## config.mk

```make
export PLATFORM = sky130hd
export DESIGN_NAME = ahb_slave_ctrl
export DESIGN_NICKNAME = d
export VERILOG_FILES = /design/src/rtl/ahb_pkg.sv /design/src/rtl/ahb_addr_check.sv /design/src/rtl/ahb_slave_ctrl.sv
export SDC_FILE = /design/constraint.sdc
export NUM_CORES = 1
export LEC_CHECK = 0
export CAP_MARGIN = 40
export CORE_MARGIN = 10
export CORE_UTILIZATION = 41
export CTS_CLUSTER_SIZE = 10
export DETAILED_ROUTE_END_ITERATION = 8
export PLACE_DENSITY = 0.94
export SLEW_MARGIN = 20
export SYNTH_ARGS = -nofsm -noshare
export SYNTH_HDL_FRONTEND = slang
export SYNTH_SLANG_ARGS = --single-unit
```

## constraint.sdc

```tcl
create_clock -name HCLK -period 3.1 [get_ports HCLK]
set_input_delay 0.62 -clock HCLK [delete_from_list [all_inputs] [get_ports HCLK]]
set_output_delay 0.62 -clock HCLK [all_outputs]
set_load 0.02 [all_outputs]
```

## src/rtl/ahb_pkg.sv

```systemverilog
// Shared AHB-Lite encodings and the subordinate control state type.
package ahb_pkg;

   localparam logic [1:0] HTRANS_IDLE   = 2'b00;
   localparam logic [1:0] HTRANS_BUSY   = 2'b01;
   localparam logic [1:0] HTRANS_NONSEQ = 2'b10;
   localparam logic [1:0] HTRANS_SEQ    = 2'b11;

   localparam logic HRESP_OKAY  = 1'b0;
   localparam logic HRESP_ERROR = 1'b1;

   localparam logic [2:0] HSIZE_BYTE = 3'd0;
   localparam logic [2:0] HSIZE_HALF = 3'd1;
   localparam logic [2:0] HSIZE_WORD = 3'd2;

   typedef enum logic [2:0] {
      ST_IDLE,
      ST_ACCESS,
      ST_DONE,
      ST_ERR1,
      ST_ERR2
   } state_t;

endpackage

```

## src/rtl/ahb_addr_check.sv

```systemverilog
// Flags an address phase that this slave cannot serve: oversized transfer,
// misaligned half/word, or an address outside the slave window.
module ahb_addr_check
   import ahb_pkg::*;
#(
   parameter int                ADDR_W    = 32,
   parameter logic [ADDR_W-1:0] BASE_ADDR = '0,
   parameter int                WIN_BYTES = 4096
) (
   input  logic [ADDR_W-1:0] i_addr,
   input  logic [2:0]        i_size,
   output logic              o_err
);

   localparam logic [ADDR_W:0] WIN = (ADDR_W+1)'(WIN_BYTES);

   logic [ADDR_W:0] w_off;
   logic            w_bad_size;
   logic            w_misalign;
   logic            w_out_of_range;

   // Extra top bit turns an address below the base into a huge offset.
   assign w_off          = {1'b0, i_addr} - {1'b0, BASE_ADDR};
   assign w_out_of_range = (w_off >= WIN);
   assign w_bad_size     = (i_size > HSIZE_WORD);

   always_comb begin
      w_misalign = 1'b0;
      case (i_size)
         HSIZE_HALF: w_misalign = i_addr[0];
         HSIZE_WORD: w_misalign = |i_addr[1:0];
         default:    w_misalign = 1'b0;
      endcase
   end

   assign o_err = w_bad_size || w_misalign || w_out_of_range;

endmodule

```

## src/rtl/ahb_slave_ctrl.sv

```systemverilog
// AHB-Lite subordinate control: captures address phases, forwards them to a
// request/ready backend and returns OKAY or the two-cycle ERROR response.
//
// state     | meaning
// ST_IDLE   | no transfer in data phase, ready for a capture
// ST_ACCESS | request held on the backend, wait states inserted
// ST_DONE   | OKAY completion cycle, pipelined capture allowed
// ST_ERR1   | first ERROR cycle (HREADYOUT low)
// ST_ERR2   | second ERROR cycle (HREADYOUT high), capture allowed
module ahb_slave_ctrl
   import ahb_pkg::*;
#(
   parameter int                ADDR_W    = 32,
   parameter int                DATA_W    = 32,
   parameter logic [ADDR_W-1:0] BASE_ADDR = '0,
   parameter int                WIN_BYTES = 4096,
   parameter int                TIMEOUT   = 15
) (
   input  logic              HCLK,
   input  logic              HRESETn,
   input  logic              HSEL,
   input  logic [ADDR_W-1:0] HADDR,
   input  logic [1:0]        HTRANS,
   input  logic              HWRITE,
   input  logic [2:0]        HSIZE,
   input  logic [DATA_W-1:0] HWDATA,
   input  logic              HREADY,
   output logic              HREADYOUT,
   output logic              HRESP,
   output logic [DATA_W-1:0] HRDATA,
   output logic              req_valid,
   output logic              req_write,
   output logic [ADDR_W-1:0] req_addr,
   output logic [2:0]        req_size,
   output logic [DATA_W-1:0] req_wdata,
   input  logic              req_ready,
   input  logic [DATA_W-1:0] rsp_rdata,
   input  logic              rsp_err
);

   localparam logic [7:0] TIMEOUT_CNT = 8'(TIMEOUT);

   state_t            r_state;
   state_t            w_state_nxt;
   logic [7:0]        r_cnt;
   logic [7:0]        w_cnt_inc;
   logic [DATA_W-1:0] r_hrdata;
   logic              r_write;
   logic [ADDR_W-1:0] r_addr;
   logic [2:0]        r_size;
   logic              w_cap;
   logic              w_cap_ok;
   logic              w_addr_err;
   logic              w_timeout;

   ahb_addr_check #(
      .ADDR_W    (ADDR_W),
      .BASE_ADDR (BASE_ADDR),
      .WIN_BYTES (WIN_BYTES)
   ) u_addr_check (
      .i_addr (HADDR),
      .i_size (HSIZE),
      .o_err  (w_addr_err)
   );

   assign w_cap     = HSEL && HREADY && (HTRANS == HTRANS_NONSEQ || HTRANS == HTRANS_SEQ);
   assign w_cap_ok  = w_cap && (r_state inside {ST_IDLE, ST_DONE, ST_ERR2});
   assign w_cnt_inc = (r_cnt == 8'hFF) ? r_cnt : r_cnt + 8'd1;
   assign w_timeout = (w_cnt_inc == TIMEOUT_CNT);

   always_comb begin
      w_state_nxt = r_state;
      HREADYOUT   = 1'b1;
      HRESP       = HRESP_OKAY;
      req_valid   = 1'b0;
      case (r_state)
         ST_IDLE, ST_DONE, ST_ERR2: begin
            if (r_state == ST_ERR2) HRESP = HRESP_ERROR;
            if (w_cap_ok) w_state_nxt = w_addr_err ? ST_ERR1 : ST_ACCESS;
            else          w_state_nxt = ST_IDLE;
         end
         ST_ACCESS: begin
            HREADYOUT = 1'b0;
            req_valid = 1'b1;
            // A response on the timeout cycle still completes the transfer.
            if (req_ready)      w_state_nxt = rsp_err ? ST_ERR1 : ST_DONE;
            else if (w_timeout) w_state_nxt = ST_ERR1;
         end
         ST_ERR1: begin
            HREADYOUT   = 1'b0;
            HRESP       = HRESP_ERROR;
            w_state_nxt = ST_ERR2;
         end
         default: w_state_nxt = ST_IDLE;
      endcase
   end

   always_ff @(posedge HCLK or negedge HRESETn) begin
      if (!HRESETn) begin
         r_state  <= ST_IDLE;
         r_cnt    <= '0;
         r_hrdata <= '0;
         r_write  <= 1'b0;
         r_addr   <= '0;
         r_size   <= '0;
      end else begin
         r_state <= w_state_nxt;
         if (w_cap_ok) begin
            r_cnt   <= '0;
            r_write <= HWRITE;
            r_addr  <= HADDR;
            r_size  <= HSIZE;
         end else if (r_state == ST_ACCESS) begin
            r_cnt <= w_cnt_inc;
         end
         if (r_state == ST_ACCESS && req_ready && !rsp_err && !r_write)
            r_hrdata <= rsp_rdata;
      end
   end

   assign HRDATA    = r_hrdata;
   assign req_write = r_write;
   assign req_addr  = r_addr;
   assign req_size  = r_size;
   assign req_wdata = HWDATA;

endmodule

```

# Yosys cells after proc, flatten, opt, wreduce, memory -nomap -nowiden
# Cells that the tools add are included.
# totals
wordCells	51
reg_bits	79
out_inout_bits	103
# classes
n_eq_ne	11
add_sub_neg	1
n_lt_le_gt_ge	2
reduce_logical	17
mux	14
# ops
operator	n
32-bit by 13-bit >= comparator with 1-bit output, second input constant	1
8-bit 2-to-1 mux	3
3-bit by 2-bit equality test with 1-bit output, second input constant	3
3-bit case mux with 3 select lines	1
8-bit by 1-bit adder with 8-bit output, second input constant	1
8-bit by 4-bit equality test with 1-bit output, second input constant	1
8-bit equality test, second input constant	1
3-bit by 1-bit equality test with 1-bit output, second input constant	2
1-bit logical AND	6
3-bit 2-to-1 mux	2
2-bit equality test, second input constant	2
1-bit 2-to-1 mux	4
2-bit 2-to-1 mux	2
1-bit case mux with 2 select lines	2
2-bit OR reduction	2
3-bit equality test, second input constant	1
3-bit by 2-bit > comparator with 1-bit output, second input constant	1
3-bit zero test	1
1-bit logical OR	3
3-bit != test, second input constant	1
3-bit nonzero test	1
3-bit OR reduction	1
1-bit zero test	2
2-bit nonzero test	1

# Logic depth before layout (Yosys ltp)
# depth
depth_word	7
depth_mapped	7
mapped_depth_nobuf	6

# Cells and area by module
# A second synthesis with hierarchy kept.
# unflattened
hier_cells	333
hier_area_um2	3631.0
# by_module_without_submodules
mod	instances	area_per_inst_um2	cells_per_inst
ahb_slave_ctrl	1	3563.4	323
ahb_addr_check	1	67.6	10

# Worst setup path before layout
# No wires, ideal clock.
# synth_timing
path_kind	reg-to-output
startpoint	reg r_state[2]
endpoint	out req_valid
path_slack_ns	1.537
path_buffers	1
t_arrival_ns	0.943
stages_incl_launch_ff	5
cell_sequence	dfrtp_1 > nand2b_4 > nand2b_4 > inv_2 > buf_6
# synth_between
elab_chain_cells	2
# synth_lines
element	line_no	rtl
start, declared	ahb_slave_ctrl.sv:43	state_t r_state;
start signal, assigned	ahb_slave_ctrl.sv:107	r_state <= w_state_nxt;
3-bit by 1-bit equality test with 1-bit output	ahb_slave_ctrl.sv:76	case (r_state)
1-bit 2-to-1 mux	ahb_slave_ctrl.sv:76	
end, declared	ahb_slave_ctrl.sv:31	output logic req_valid,
# No other way between the ends.

# Worst setup path in the final report
# Same ends and word-level chain as after synthesis.

==> flow_results.org <==
** GRT
- Pin count of the biggest net entering global routing :: 46
- For this run, the total global-route usage over all layers was measured as 14.8%.
- Overflow after GRT :: 0
- Number of antenna violations at the first check in global routing :: 0
- The first global-routing pass estimated 15400 um of wire.
- The via count of the first global-routing pass was about 3000.

** Worst setup path
- The startpoint identified for the worst register-to-register timing path is r_state[2]$_DFFE_PN0P_.
- Kind of launch point of the worst setup path :: flip-flop
- Crit path required time :: about 2500 ps
- Count of cells along the worst register-to-register path :: 5
- The worst setup path is of the reg -> out kind.
- At the worst endpoint, the arrival time is 1970 ps.
- The endpoint identified for the worst register-to-register timing path is HRDATA[20]$_DFFE_PN0P_.
- In this run the worst path has a maximum fanout of 12.
- Element type at the critical path end :: primary output
- Setup slack on the worst reg-to-reg path comes out at 1150 ps.

** Clock network
- Number of buffers inserted for hold repair after clock tree synthesis :: 0
- Postcts setup bufs :: 0
- The tree built by TritonCTS fans out to 79 sinks.
- # H-tree levels :: 3
- The tree is rooted in a sky130_fd_sc_hd__clkbuf_8.
- After clock tree synthesis, the clock-pin slew on the worst setup and hold paths is around 100 ps.
- Clock tree from TritonCTS :: yes
- Num CTS Buffers :: 9
- Number of cells upsized or downsized after cts :: 0
- Maximum root-to-sink buffer count :: 2
- The clock reaches the later pin of the worst-skew pair after 350 ps.

** Logic synthesis
- Synthesized area per cell :: 10.4 um^2
- Warning count from the yosys run :: 0
- Counting every instance in the synthesized netlist gives 344.
- Synthesis produced a netlist with a net count of 453.
- Post-synth ARST share :: 100%
- Most area-consuming cells after synthesis :: sky130_fd_sc_hd__dfrtp_1 (55%), sky130_fd_sc_hd__nand2_1 (12%), sky130_fd_sc_hd__mux2_2 (9.7%)
- Number of distinct library cells after synthesis :: 40
- Cell type with the highest aggregate area in the netlist :: sky130_fd_sc_hd__dfrtp_1
- Synthesized cell area :: 3580 um^2
- The synthesized design contains 0 enable-type register cells.
- Predominant post-synthesis flop cell :: sky130_fd_sc_hd__dfrtp_1
- Of the post-synthesis cell area, the dominant cell type holds 55.2%.
- The commonest cells after synthesis are sky130_fd_sc_hd__nand2_1 (119), sky130_fd_sc_hd__dfrtp_1 (79), sky130_fd_sc_hd__buf_4 (33), sky130_fd_sc_hd__mux2_2 (31), sky130_fd_sc_hd__o21ai_0 (9).
- Summing the sequential cell areas from Yosys gives 55.2% of the chip area.
- Leading cell type by number of instances after synthesis :: sky130_fd_sc_hd__nand2_1
- Flop and latch count out of synthesis :: 79

** Finish
- Count of nets after finishing :: 565
- Growth of design area from synthesis to finish :: 41.8%
- Cells with a size suffix above 1 make up 13.2% of the layout.
- Diodes inserted :: 0
- Once layout is complete, the cells apart from fillers number 569.
- The filler cells instantiated in the layout total 700.

** Route
- The routed design has 9750 um of wire.
- Antenna Violating Nets Remaining :: 0
- After detailed routing, the met2 layer carries between 4000 and 5000 um of wire.
- Top Layer Used :: met4
- Dividing the detail-routed wire length by the instance count gives 17.1 um.
- Detailed-route DRC error count :: 0
- Met1 Routed Length :: roughly 3800 um
- After detailed routing, the number of vias per cell comes to 4.98.
- Pre-Repair DR Iteration Count :: 4
- Vias :: 2836
- DRC violation total after the first TritonRoute iteration :: 140
- Summed over all nets, wire length on met3 after detailed routing comes to 1160 um.

** Outcome
- Status :: finished clean

** STA
- The hold violation total from the final report came to 0.
- For the final routed database, the setup TNS stands at 0 ps.
- Final-report max-slew violation count :: 0
- RSZ-0062 raised after global routing :: false
- Setup violations remaining at the end of the flow were counted as 0.
- Maximum frequency from static timing analysis :: 0.385 GHz
- In the post-route analysis, the smallest setup slack over all paths is 505 ps.
- Clock skew :: ~13 ps
- Final Cycle Share :: between 80 and 90%
- For the pin with the worst max-slew slack, the measured transition is a little under 500 ps.
- Time the worst path needs with I/O delays and setup :: between 2000 and 3000 ps
- Measured against its own limit, the worst slew margin works out to between 60% and 70%.

** Die
- Die Span Y :: between 100 and 150 um
- I/O Pins :: 211
- Number of rows in the core area :: 34
- The floorplan step defined a die boundary enclosing 12900 um^2.
- Initial standard-cell utilization of the core :: 41.7%
- After floorplanning, the core was sized to cover 8590 um^2.
- Horizontal extent of the die :: 113 um

** Placement
- Worst slack, placed :: between 700 and 800 ps
- During placement, the flow inserted port buffers numbering 145.
- Routability congestion estimate :: between 0.8 and 0.9
- The wire-length estimate of the detail-placed layout is 7510 um.
- Placed instance count :: 553

** Hold path
- The worst hold path belongs to the class in -> async.

** Power
- Of the total power, the share spent switching nets is 35.4%.
- Total power density per cell area :: 814 nW/um^2
- For this design the total switching power over the nets is 1460 uW.
- Clock power frac :: 19.1%
- Share of total power in combinational logic :: approximately 42%
- Sequential cells burn 38.7% of the power.
- Across the VDD grid, the largest voltage drop is roughly 370 uV.
- For this design the static power due to leakage is 0.00232 uW.
- The internal portion of the total power is 2670 uW.

** Run
- The tool flagged a number of max-cap violations equal to 0.
-- through the flow --
stage / hold WS, ps / total power (uW) / cell area (um^2) / util, %
after floorplan: 324 / 2500 / 3580 / -
after global placement: 457 / 3320 / 4850 / 56.4
after detailed placement: 462 / 3400 / 4880 / 56.7
after CTS: 229 / 4190 / 5080 / 59.1
after global routing: 235 / 4370 / 5080 / 59.1
final: 222 / 4130 / 5080 / 59.1
-- worst max-delay path by stage --
stage | start | to | slack, ps | cells after the start
2_1_floorplan | r_state[2]$_DFFE_PN0P_ | req_valid | 1540 | 4
3_3_place_gp | req_ready | HRDATA[12]$_DFFE_PN0P_ | 800 | 4
3_5_place_dp | req_ready | HRDATA[25]$_DFFE_PN0P_ | 740 | 4
4_1_cts | r_state[2]$_DFFE_PN0P_ | req_valid | 480 | 4
5_1_grt | r_state[2]$_DFFE_PN0P_ | req_valid | 400 | 4
6_report | r_state[2]$_DFFE_PN0P_ | req_valid | 510 | 4
-- cell type report --
class                   count  area, um^2  area share [%]
flip-flops and latches     79        1980            38.9
repair buffers            148        1490            29.4
multi-input cells         214        1260            24.8
well taps                 108         135            2.66
clock buffers               9         124            2.44
clock inverters             7        80.1            1.58
inverters                   4        15.0           0.296
-- state kept, by name, summed over array words and instances (netlist names) --
| signal | cells |
|---|---|
| r_state | 3 |
| req_size | 3 |
| HRDATA | 32 |
| req_write | 1 |
| r_cnt | 8 |
| req_addr | 32 |
-- per-layer routing --
metal  GRT usage (%)  vias up
met5               0        -
met4            5.50        0
met3            8.14       13
met2            23.6      141
met1            16.3     1365
li1                -     1317
-- cell usage in the layout, fill, tap and decap left out, types with 2 or more instances in the layout --
master / instances
sky130_fd_sc_hd__clkdlybuf4s50_1: 144
sky130_fd_sc_hd__nand2_1: 119
sky130_fd_sc_hd__dfrtp_1: 79
sky130_fd_sc_hd__mux2_2: 31
sky130_fd_sc_hd__o21ai_0: 9
sky130_fd_sc_hd__clkbuf_8: 9
sky130_fd_sc_hd__nor2_1: 8
sky130_fd_sc_hd__nor4_1: 5
sky130_fd_sc_hd__a21oi_1: 5
sky130_fd_sc_hd__inv_1: 3
sky130_fd_sc_hd__nand4_1: 3
sky130_fd_sc_hd__nor3_1: 3
sky130_fd_sc_hd__buf_4: 3
sky130_fd_sc_hd__nand2b_4: 2
sky130_fd_sc_hd__a21o_1: 2
sky130_fd_sc_hd__and2_1: 2
sky130_fd_sc_hd__o211ai_1: 2
sky130_fd_sc_hd__nand3_1: 2
sky130_fd_sc_hd__clkinv_4: 2
sky130_fd_sc_hd__inv_6: 2
sky130_fd_sc_hd__clkinvlp_4: 2
-- power groups by stage --
stage          Clock, uW  Sequential [uW]  Combinational [uW]
5_1_grt              853             1650                1870
2_1_floorplan          0             2000                 499
4_1_cts              809             1600                1780
6_report             788             1600                1750
3_3_place_gp           0             1590                1730
3_5_place_dp           0             1620                1770
-- worst max-delay path, cell delays in order, from the launching register on --
cell and delay [ps]:
sky130_fd_sc_hd__dfrtp_1 440, sky130_fd_sc_hd__nand2b_4 170, sky130_fd_sc_hd__nand2b_4 160, sky130_fd_sc_hd__inv_2 200
sky130_fd_sc_hd__clkdlybuf4s50_1 660
-- cell families after synthesis --
family / Yosys count / synth area share, %
flops: 79 / 55.2
mux: 33 / 10.4
xor+xnor: 1 / 0.245
compound gates: 25 / 4.26
buf+inv: 51 / 10.0
simple gates: 154 / 19.5
fa+ha+maj: 1 / 0.349
Power figures use the tool's default switching activity.
